### config.mk
export PLATFORM = sky130hd
export DESIGN_NAME = load_store_unit
export DESIGN_NICKNAME = d
export VERILOG_FILES = /design/src/rtl/load_store_unit.sv
export SDC_FILE = /design/constraint.sdc
export NUM_CORES = 1
export LEC_CHECK = 0
export ABC_AREA = 1
export CORE_ASPECT_RATIO = 0.6
export CORE_UTILIZATION = 49
export DETAILED_ROUTE_END_ITERATION = 16
export PLACE_DENSITY = 0.81
export RECOVER_POWER = 25
export SLEW_MARGIN = 40
export SYNTH_ARGS = -nofsm -noshare
export SYNTH_HDL_FRONTEND = slang
export SYNTH_SLANG_ARGS = --single-unit
### constraint.sdc
create_clock -name clk -period 2.25 [get_ports clk]
set_input_delay 0.3375 -clock clk [delete_from_list [all_inputs] [get_ports clk]]
set_output_delay 0.3375 -clock clk [all_outputs]
set_load 0.05 [all_outputs]
### src/rtl/load_store_unit.sv
// load_store_unit: RV32I memory stage. Steers byte lanes onto a req/gnt/rvalid
// data port, sign/zero-extends load data, bounds each access with a timeout and
// hands one registered result to writeback.
// Build option: define MISALIGN_TRAP_EN to fault misaligned half/word accesses;
// otherwise the offending low address bits are cleared and the access proceeds.
module load_store_unit #(
  parameter int unsigned TIMEOUT_CYC = 255
) (
  input  logic        clk,
  input  logic        rst_n,
  input  logic        ex_valid,
  output logic        ex_ready,
  input  logic [31:0] ex_alu_result,
  input  logic [31:0] ex_rs2,
  input  logic [2:0]  ex_funct3,
  input  logic        ex_is_load,
  input  logic        ex_is_store,
  input  logic [4:0]  ex_rd,
  output logic        mem_req,
  output logic        mem_we,
  output logic [31:0] mem_addr,
  output logic [31:0] mem_wdata,
  output logic [3:0]  mem_be,
  input  logic        mem_gnt,
  input  logic        mem_rvalid,
  input  logic [31:0] mem_rdata,
  output logic        wb_valid,
  output logic        wb_we,
  output logic [4:0]  wb_rd,
  output logic [31:0] wb_data,
  output logic        lsu_fault,
  output logic [31:0] fault_addr
);

  localparam int unsigned CNT_W = (TIMEOUT_CYC < 2) ? 1 : $clog2(TIMEOUT_CYC + 1);
  localparam logic [CNT_W-1:0] CNT_LAST = CNT_W'((TIMEOUT_CYC == 0) ? 0 : TIMEOUT_CYC - 1);

  typedef enum logic [1:0] {
    S_IDLE = 2'd0,
    S_REQ  = 2'd1,
    S_RESP = 2'd2,
    S_WB   = 2'd3
  } state_t;

  state_t state, state_next;

  logic             accept;
  logic             is_mem;
  logic             illegal;
  logic             acc_fault;
  logic [31:0]      addr_eff;
  logic [3:0]       be_c;
  logic [31:0]      wdata_c;
  logic             timeout_hit;
  logic             timeout_c;
  logic [CNT_W-1:0] cnt;

  logic [31:0]      lat_addr;
  logic [1:0]       lat_off;
  logic [2:0]       lat_funct3;
  logic             lat_is_load;
  logic [4:0]       lat_rd;

  logic [7:0]       byte_v;
  logic [15:0]      half_v;
  logic [31:0]      load_data;

  // Decode the incoming op: legality, alignment handling and byte-lane steering
  always_comb begin
    is_mem   = ex_is_load | ex_is_store;
    accept   = (state == S_IDLE) & ex_valid;
    illegal  = is_mem & ((ex_funct3[1:0] == 2'b11) | (ex_funct3[2:1] == 2'b11) |
                         (ex_is_load & ex_is_store));
    addr_eff = ex_alu_result;
`ifdef MISALIGN_TRAP_EN
    acc_fault = illegal |
                (is_mem & (((ex_funct3[1:0] == 2'b01) & ex_alu_result[0]) |
                           ((ex_funct3[1:0] == 2'b10) & (|ex_alu_result[1:0]))));
`else
    acc_fault = illegal;
    if (ex_funct3[1:0] == 2'b01) begin
      addr_eff[0] = 1'b0;
    end else if (ex_funct3[1:0] == 2'b10) begin
      addr_eff[1:0] = 2'b00;
    end
`endif
    case (ex_funct3[1:0])
      2'b00: begin
        be_c    = 4'b0001 << addr_eff[1:0];
        wdata_c = {4{ex_rs2[7:0]}};
      end
      2'b01: begin
        be_c    = addr_eff[1] ? 4'b1100 : 4'b0011;
        wdata_c = {2{ex_rs2[15:0]}};
      end
      default: begin
        be_c    = 4'b1111;
        wdata_c = ex_rs2;
      end
    endcase
  end

  // Select and extend the addressed byte/half of the returned load word
  always_comb begin
    byte_v = mem_rdata[{lat_off, 3'b000} +: 8];
    half_v = lat_off[1] ? mem_rdata[31:16] : mem_rdata[15:0];
    case (lat_funct3)
      3'b000:  load_data = {{24{byte_v[7]}}, byte_v};
      3'b100:  load_data = {24'd0, byte_v};
      3'b001:  load_data = {{16{half_v[15]}}, half_v};
      3'b101:  load_data = {16'd0, half_v};
      default: load_data = mem_rdata;
    endcase
  end

  // Next-state logic; a grant or response in the final budget cycle wins over timeout
  always_comb begin
    state_next  = state;
    timeout_c   = 1'b0;
    timeout_hit = (TIMEOUT_CYC != 0) && (cnt == CNT_LAST);
    case (state)
      S_IDLE: begin
        if (accept) begin
          state_next = (is_mem && !acc_fault) ? S_REQ : S_WB;
        end
      end
      S_REQ: begin
        if (mem_gnt) begin
          state_next = lat_is_load ? S_RESP : S_WB;
        end else if (timeout_hit) begin
          state_next = S_WB;
          timeout_c  = 1'b1;
        end
      end
      S_RESP: begin
        if (mem_rvalid) begin
          state_next = S_WB;
        end else if (timeout_hit) begin
          state_next = S_WB;
          timeout_c  = 1'b1;
        end
      end
      default: begin
        state_next = S_IDLE;
      end
    endcase
  end

  // State register
  always_ff @(posedge clk or negedge rst_n) begin
    if (!rst_n) begin
      state <= S_IDLE;
    end else begin
      state <= state_next;
    end
  end

  // Registered bus, writeback and bookkeeping outputs
  always_ff @(posedge clk or negedge rst_n) begin
    if (!rst_n) begin
      ex_ready    <= 1'b1;
      mem_req     <= 1'b0;
      mem_we      <= 1'b0;
      mem_addr    <= 32'd0;
      mem_wdata   <= 32'd0;
      mem_be      <= 4'd0;
      wb_valid    <= 1'b0;
      wb_we       <= 1'b0;
      wb_rd       <= 5'd0;
      wb_data     <= 32'd0;
      lsu_fault   <= 1'b0;
      fault_addr  <= 32'd0;
      cnt         <= '0;
      lat_addr    <= 32'd0;
      lat_off     <= 2'd0;
      lat_funct3  <= 3'd0;
      lat_is_load <= 1'b0;
      lat_rd      <= 5'd0;
    end else begin
      ex_ready  <= (state_next == S_IDLE);
      mem_req   <= (state_next == S_REQ);
      wb_valid  <= (state_next == S_WB);
      wb_we     <= 1'b0;
      lsu_fault <= 1'b0;

      if (state == S_REQ || state == S_RESP) begin
        cnt <= cnt + CNT_W'(1);
      end

      if (accept) begin
        cnt         <= '0;
        lat_addr    <= ex_alu_result;
        lat_off     <= addr_eff[1:0];
        lat_funct3  <= ex_funct3;
        lat_is_load <= ex_is_load;
        lat_rd      <= ex_rd;
        wb_rd       <= ex_rd;
        if (!is_mem) begin
          wb_data <= ex_alu_result;
          wb_we   <= (ex_rd != 5'd0);
        end else if (acc_fault) begin
          wb_data    <= 32'd0;
          lsu_fault  <= 1'b1;
          fault_addr <= ex_alu_result;
        end else begin
          wb_data   <= 32'd0;
          mem_we    <= ex_is_store;
          mem_addr  <= {addr_eff[31:2], 2'b00};
          mem_be    <= be_c;
          mem_wdata <= wdata_c;
        end
      end

      if (timeout_c) begin
        lsu_fault  <= 1'b1;
        fault_addr <= lat_addr;
        wb_data    <= 32'd0;
      end

      if (state == S_RESP && mem_rvalid) begin
        wb_data <= load_data;
        wb_we   <= (lat_rd != 5'd0);
      end
    end
  end

endmodule

* Word level (Yosys, flattened, before mapping)
Cells that the tools add are included.
Word-level totals: flip-flop bits (word level) 189, bits of input ports 111, word-level logic and storage cells 93
Operators by class: $add $sub $neg 1, equal/unequal tests 12, shift-type cells 2, mux-type cells 36, bitwise logic cells 7, reductions and logical operators 17
Operators by type and width (number):
- $mux 32 | 8
- $pmux 32 s4 | 1
- $pmux 32 s2 | 1
- $shiftx 32x6->8 | 1
- $mux 16 | 1
- $mux 8 | 2
- $mux 1 | 13
- $mux 2 | 6
- $eq 2x2->1 const B | 5
- $reduce_bool 5->1 | 2
- $add 8x1->8 const B | 1
- $eq 8x8->1 const B | 1
- $pmux 4 s2 | 1
- $reduce_bool 2->1 | 4
- $eq 2x1->1 const B | 3
- $eq 3x3->1 const B | 2
- $logic_not 2->1 | 3
- $pmux 2 s3 | 1
- $reduce_and 3->1 | 2
- $mux 4 | 1
- $shl 1x2->4 const A | 1
- $and 1x1->1 | 3
- $eq 3x1->1 const B | 1
- $logic_not 3->1 | 1
- 7 further kinds | 10

* Logic depth before layout (Yosys ltp)
depth after elaboration 10, depth in mapped cells 11, depth with buffers taken out 10

* Worst setup path before layout
Ideal clock, no wire load.
path kind flip-flop to flip-flop, start reg state[0], end reg wb_data[10], setup time 0.127 ns, arrival 1.507 ns, slack 0.616 ns, stages on the path, launching flop included 10, period minus slack after synthesis 1.634 ns, cell sequence dfrtp_1 > inv_1 > ha_1 > inv_1 > a21oi_1 > nand2_2 > buf_6 > buf_2 > o211ai_1 > a21oi_1
Between the ends: word-level cells in the longest chain between the ends 4
RTL lines:
- start, declared | line 45 | state_t state, state_next;
- start signal, assigned | line 154 | state <= state_next;
- $eq 2x2->1 or $eq 2x1->1 (tied branches) | line 121, 220
- $pmux 1 s2 | line 121 | case (state)
- $mux 32 | line 214 | if (timeout_c) begin
- $mux 32 | line 220 | if (state == S_RESP && mem_rvalid) begin
- end signal, assigned | line 199 | wb_data <= ex_alu_result;
- end signal, assigned | line 221 | wb_data <= load_data;
- end, declared | line 30 | output logic [31:0] wb_data,
Parallel ways exist; a longest one is shown, timed or not. A chain may end at the register's enable or synchronous reset.

* Final worst setup path
start reg ex_ready, end out ex_ready
RTL lines:
- start, declared | line 12 | output logic ex_ready,
- start signal, assigned | line 180 | ex_ready <= (state_next == S_IDLE);
No word-level cell between the ends.

==> flow_metrics.py <==
metrics = {
    "drt": {
        "first_iter_violations": 969,
        "wl_per_cell_um": 17.6,
        "viasPerCell": 5.39,
        "totalWireLength_um": 28900,
        "dr.pass1.iters": 9,
        "antenna_left": 0,
        "num_vias": 8839,
        "remaining_drc_errors": 0,
    },
    "sta": {
        "fin_worst_skew_ps": 11.2,
        "finalHoldViolations": 0,
        "relSlewSlack": 0.122,
        "period_minus_slack_ps": 2100,
        "setup_ws_ps": 153,
        "setup_viol": 0,
        "rsz0062_at_grt": "no",
        "final-max-slew-violation-count": 0,
        "worst_pin_slew_ps": 1320,
        "post-route-period-util": 0.932,
        "fin_tns_setup_ps": 0,
        "max_freq_mhz": 477,
    },
    "floorplanning": {
        "die_w_um": 179,
        "start_util": 0.504,
        "die_area_mm2": 0.0193,
        "placeableCoreArea_mm2": 0.0182,
        "num_rows": 38,
        "die_h_um": 108,
        "io_pins": 254,
    },
    "worst_setup_path": {
        "end_kind": "primary output",
        "path_cells": "clkdlybuf4s50_1",
        "crit_type": "register to primary output",
        "slowest_stage": "clkdlybuf4s50_1",
        "arrival_ps": 1760,
        "start_kind": "register",
        "critical_path.top_delay_family": "buffers and inverters",
        "critical_path.max_fanout": 1,
        "path_buf_inv": 1,
        "cp.required_ps": 1910,
        "cp_slowest_stage_delay_ps": 800,
        "rrSetupSlack_ps": 250,
    },
    "synth": {
        "ys_seq_elements": 189,
        "syn_area_mm2": 0.00919,
        "ys_seq_area_frac": 0.515,
        "synth_cells": 1157,
        "synth.avg_cell_area_um2": 7.94,
        "yosysWarnings": 0,
        "ys_types": 38,
    },
    "placement": {
        "place.gp.congestion": 0.968,
        "portBuffers": 251,
        "post-place-cells": 1605,
        "dpl.hpwl_um": 20700,
        "pre_cts_ws_ps": 273,
    },
    "global_routing": {
        "overflow": 0,
        "grt_use_total": 0.302,
        "grt_pass1_vias": 8212,
        "grt_pass1_wl_um": 44600,
        "grt_max_degree": 85,
        "antenna_found_initial": 2,
    },
    "power_and_ir_drop": {
        "ir_worst_vdd_v": 0.00102,
        "cellPowerDensity_mw_per_mm2": 1640,
        "p_total_mw": 20.4,
        "power.leakage_nw": 5.91,
    },
    "finish": {
        "drive_gt1_frac": 0.0622,
        "layout_commonest_cell": "nand2_1",
        "multi_input_area_mm2": 0.00372,
        "ff_latch_area_mm2": 0.00473,
        "syn_to_final_growth_pct": 35.6,
        "num-nets-final": 1502,
        "layout.cells.non_filler": 1639,
        "fillCellCount": 1507,
        "most-common-layout-cells": "361 x nand2_1, 250 x clkdlybuf4s50_1, 188 x dfrtp_1, 115 x nand3_1, 98 x o21ai_0",
    },
    "clock_network": {
        "cts_tree": "done",
        "ctsHtreeMaxLevel": 4,
        "cts_sinks": 189,
        "clkLatencyLatePin_ps": 430,
        "numCtsBuffers": 17,
        "clk_pin_slew_ps": 80,
        "cts_root_buf": "clkbuf_16",
        "cts_buffer_depth": 2,
        "ctsResizeCount": 0,
    },
    "worst_hold_path": {
        "hp-class": "primary input to register",
    },
    "run_status": {
        "outcome": "finished clean",
    },
    "flow_run": {
        "max-cap-violations": 0,
    },
}
==> final cells by class <==
| class | count | share of cell area |
|---|---|---|
| multi-input cells | 811 | 0.299 |
| clock inverters | 12 | 0.00854 |
| repair buffers | 280 | 0.227 |
| well taps | 240 | 0.0241 |
| inverters | 86 | 0.0260 |
| diodes | 1 | 0.000201 |
| clock buffers | 20 | 0.0351 |
| flip-flops and latches | 189 | 0.380 |
==> flip-flops by register name, indices dropped and copies added (netlist names), 2 cells and up <==
register	count
cnt	8
fault_addr	32
lat_addr	32
lat_funct3	3
lat_off	2
lat_rd	5
mem_addr	30
mem_be	4
mem_wdata	32
state	2
wb_data	32
==> path summary, 6_finish.rpt <==
path                       startpoint            end  depth (start not counted)
setup / recovery             ex_ready       ex_ready                          1
hold / removal             ex_rs2[18]  mem_wdata[18]                          3
setup reg to reg             state[1]  fault_addr[8]                         10
hold reg to reg            wb_data[1]     wb_data[1]                          2
max in group asynchronous       rst_n  fault_addr[9]                          3
min in group asynchronous       rst_n  mem_wdata[10]                          2
==> kinds of logic (layout without fill, tap and decap cells) <==
| kind of cell | Yosys count | in the layout | share of synthesized area |
|---|---|---|---|
| AO/OA/AOI/OAI | 212 | 212 | 0.130 |
| adder cells (fa/ha/maj) | 6 | 6 | 0.00817 |
| buffers and inverters | 158 | 398 | 0.0820 |
| flip-flops | 189 | 189 | 0.515 |
| other | 1 | 3 | 0.000408 |
| AND/OR/NAND/NOR | 591 | 591 | 0.264 |
==> where the power goes <==
| part | internal, mW | switching, mW | leakage (nW) |
|---|---|---|---|
| Clock | 1.45 | 1.44 | 0.250 |
| Sequential | 5.03 | 1.06 | 2.34 |
| Combinational | 3.71 | 7.71 | 3.32 |
| Total | 10.2 | 10.2 | 5.91 |
==> cells in the mapped netlist (all sizes together) <==
library cell / n / area, um^2
nor3: 4 / 25.0
nand3: 117 / 596
a21oi: 61 / 335
conb: 1 / 3.75
dfstp: 1 / 26.3
o21ai: 106 / 531
nand4: 1 / 6.26
buf: 49 / 342
dfrtp: 188 / 4700
o21a: 1 / 7.51
clkbuf: 23 / 87.6
ha: 6 / 75.1
a211oi: 1 / 7.51
a32o: 1 / 10.0
nor4: 1 / 6.26
o21bai: 2 / 15.0
o211ai: 26 / 200
a31oi: 12 / 75.1
nor2: 99 / 384
clkinv: 1 / 5.00
inv: 85 / 319
o22ai: 1 / 6.26
nand3b: 3 / 22.5
o221ai: 1 / 8.76
nand2: 366 / 1390
==> stage by stage <==
| stage | area [um^2] | hold slack, ps | utilization |
|---|---|---|---|
| after floorplan | 9190 | 41.9 | - |
| after global placement | 11900 | 328 | 0.654 |
| after global routing | 12400 | 495 | 0.684 |
| final | 12500 | 471 | 0.684 |
| after CTS | 12500 | 439 | 0.685 |
| after detailed placement | 11900 | 325 | 0.654 |
==> routing by layer <==
metal	vias to the layer above	global-route usage	part of all wire
li1	4207	-	-
met1	4179	0.453	0.47
met2	418	0.430	0.41
met3	35	0.0809	0.097
met4	0	0.0781	0.019
met5	-	0	0
==> what timing repair did <==
item                      in CTS  in global routing
hold buffers                   1                  0
setup buffers                  0                  0
hold endpoints to repair      44                  0
Power figures use the tool's default switching activity.
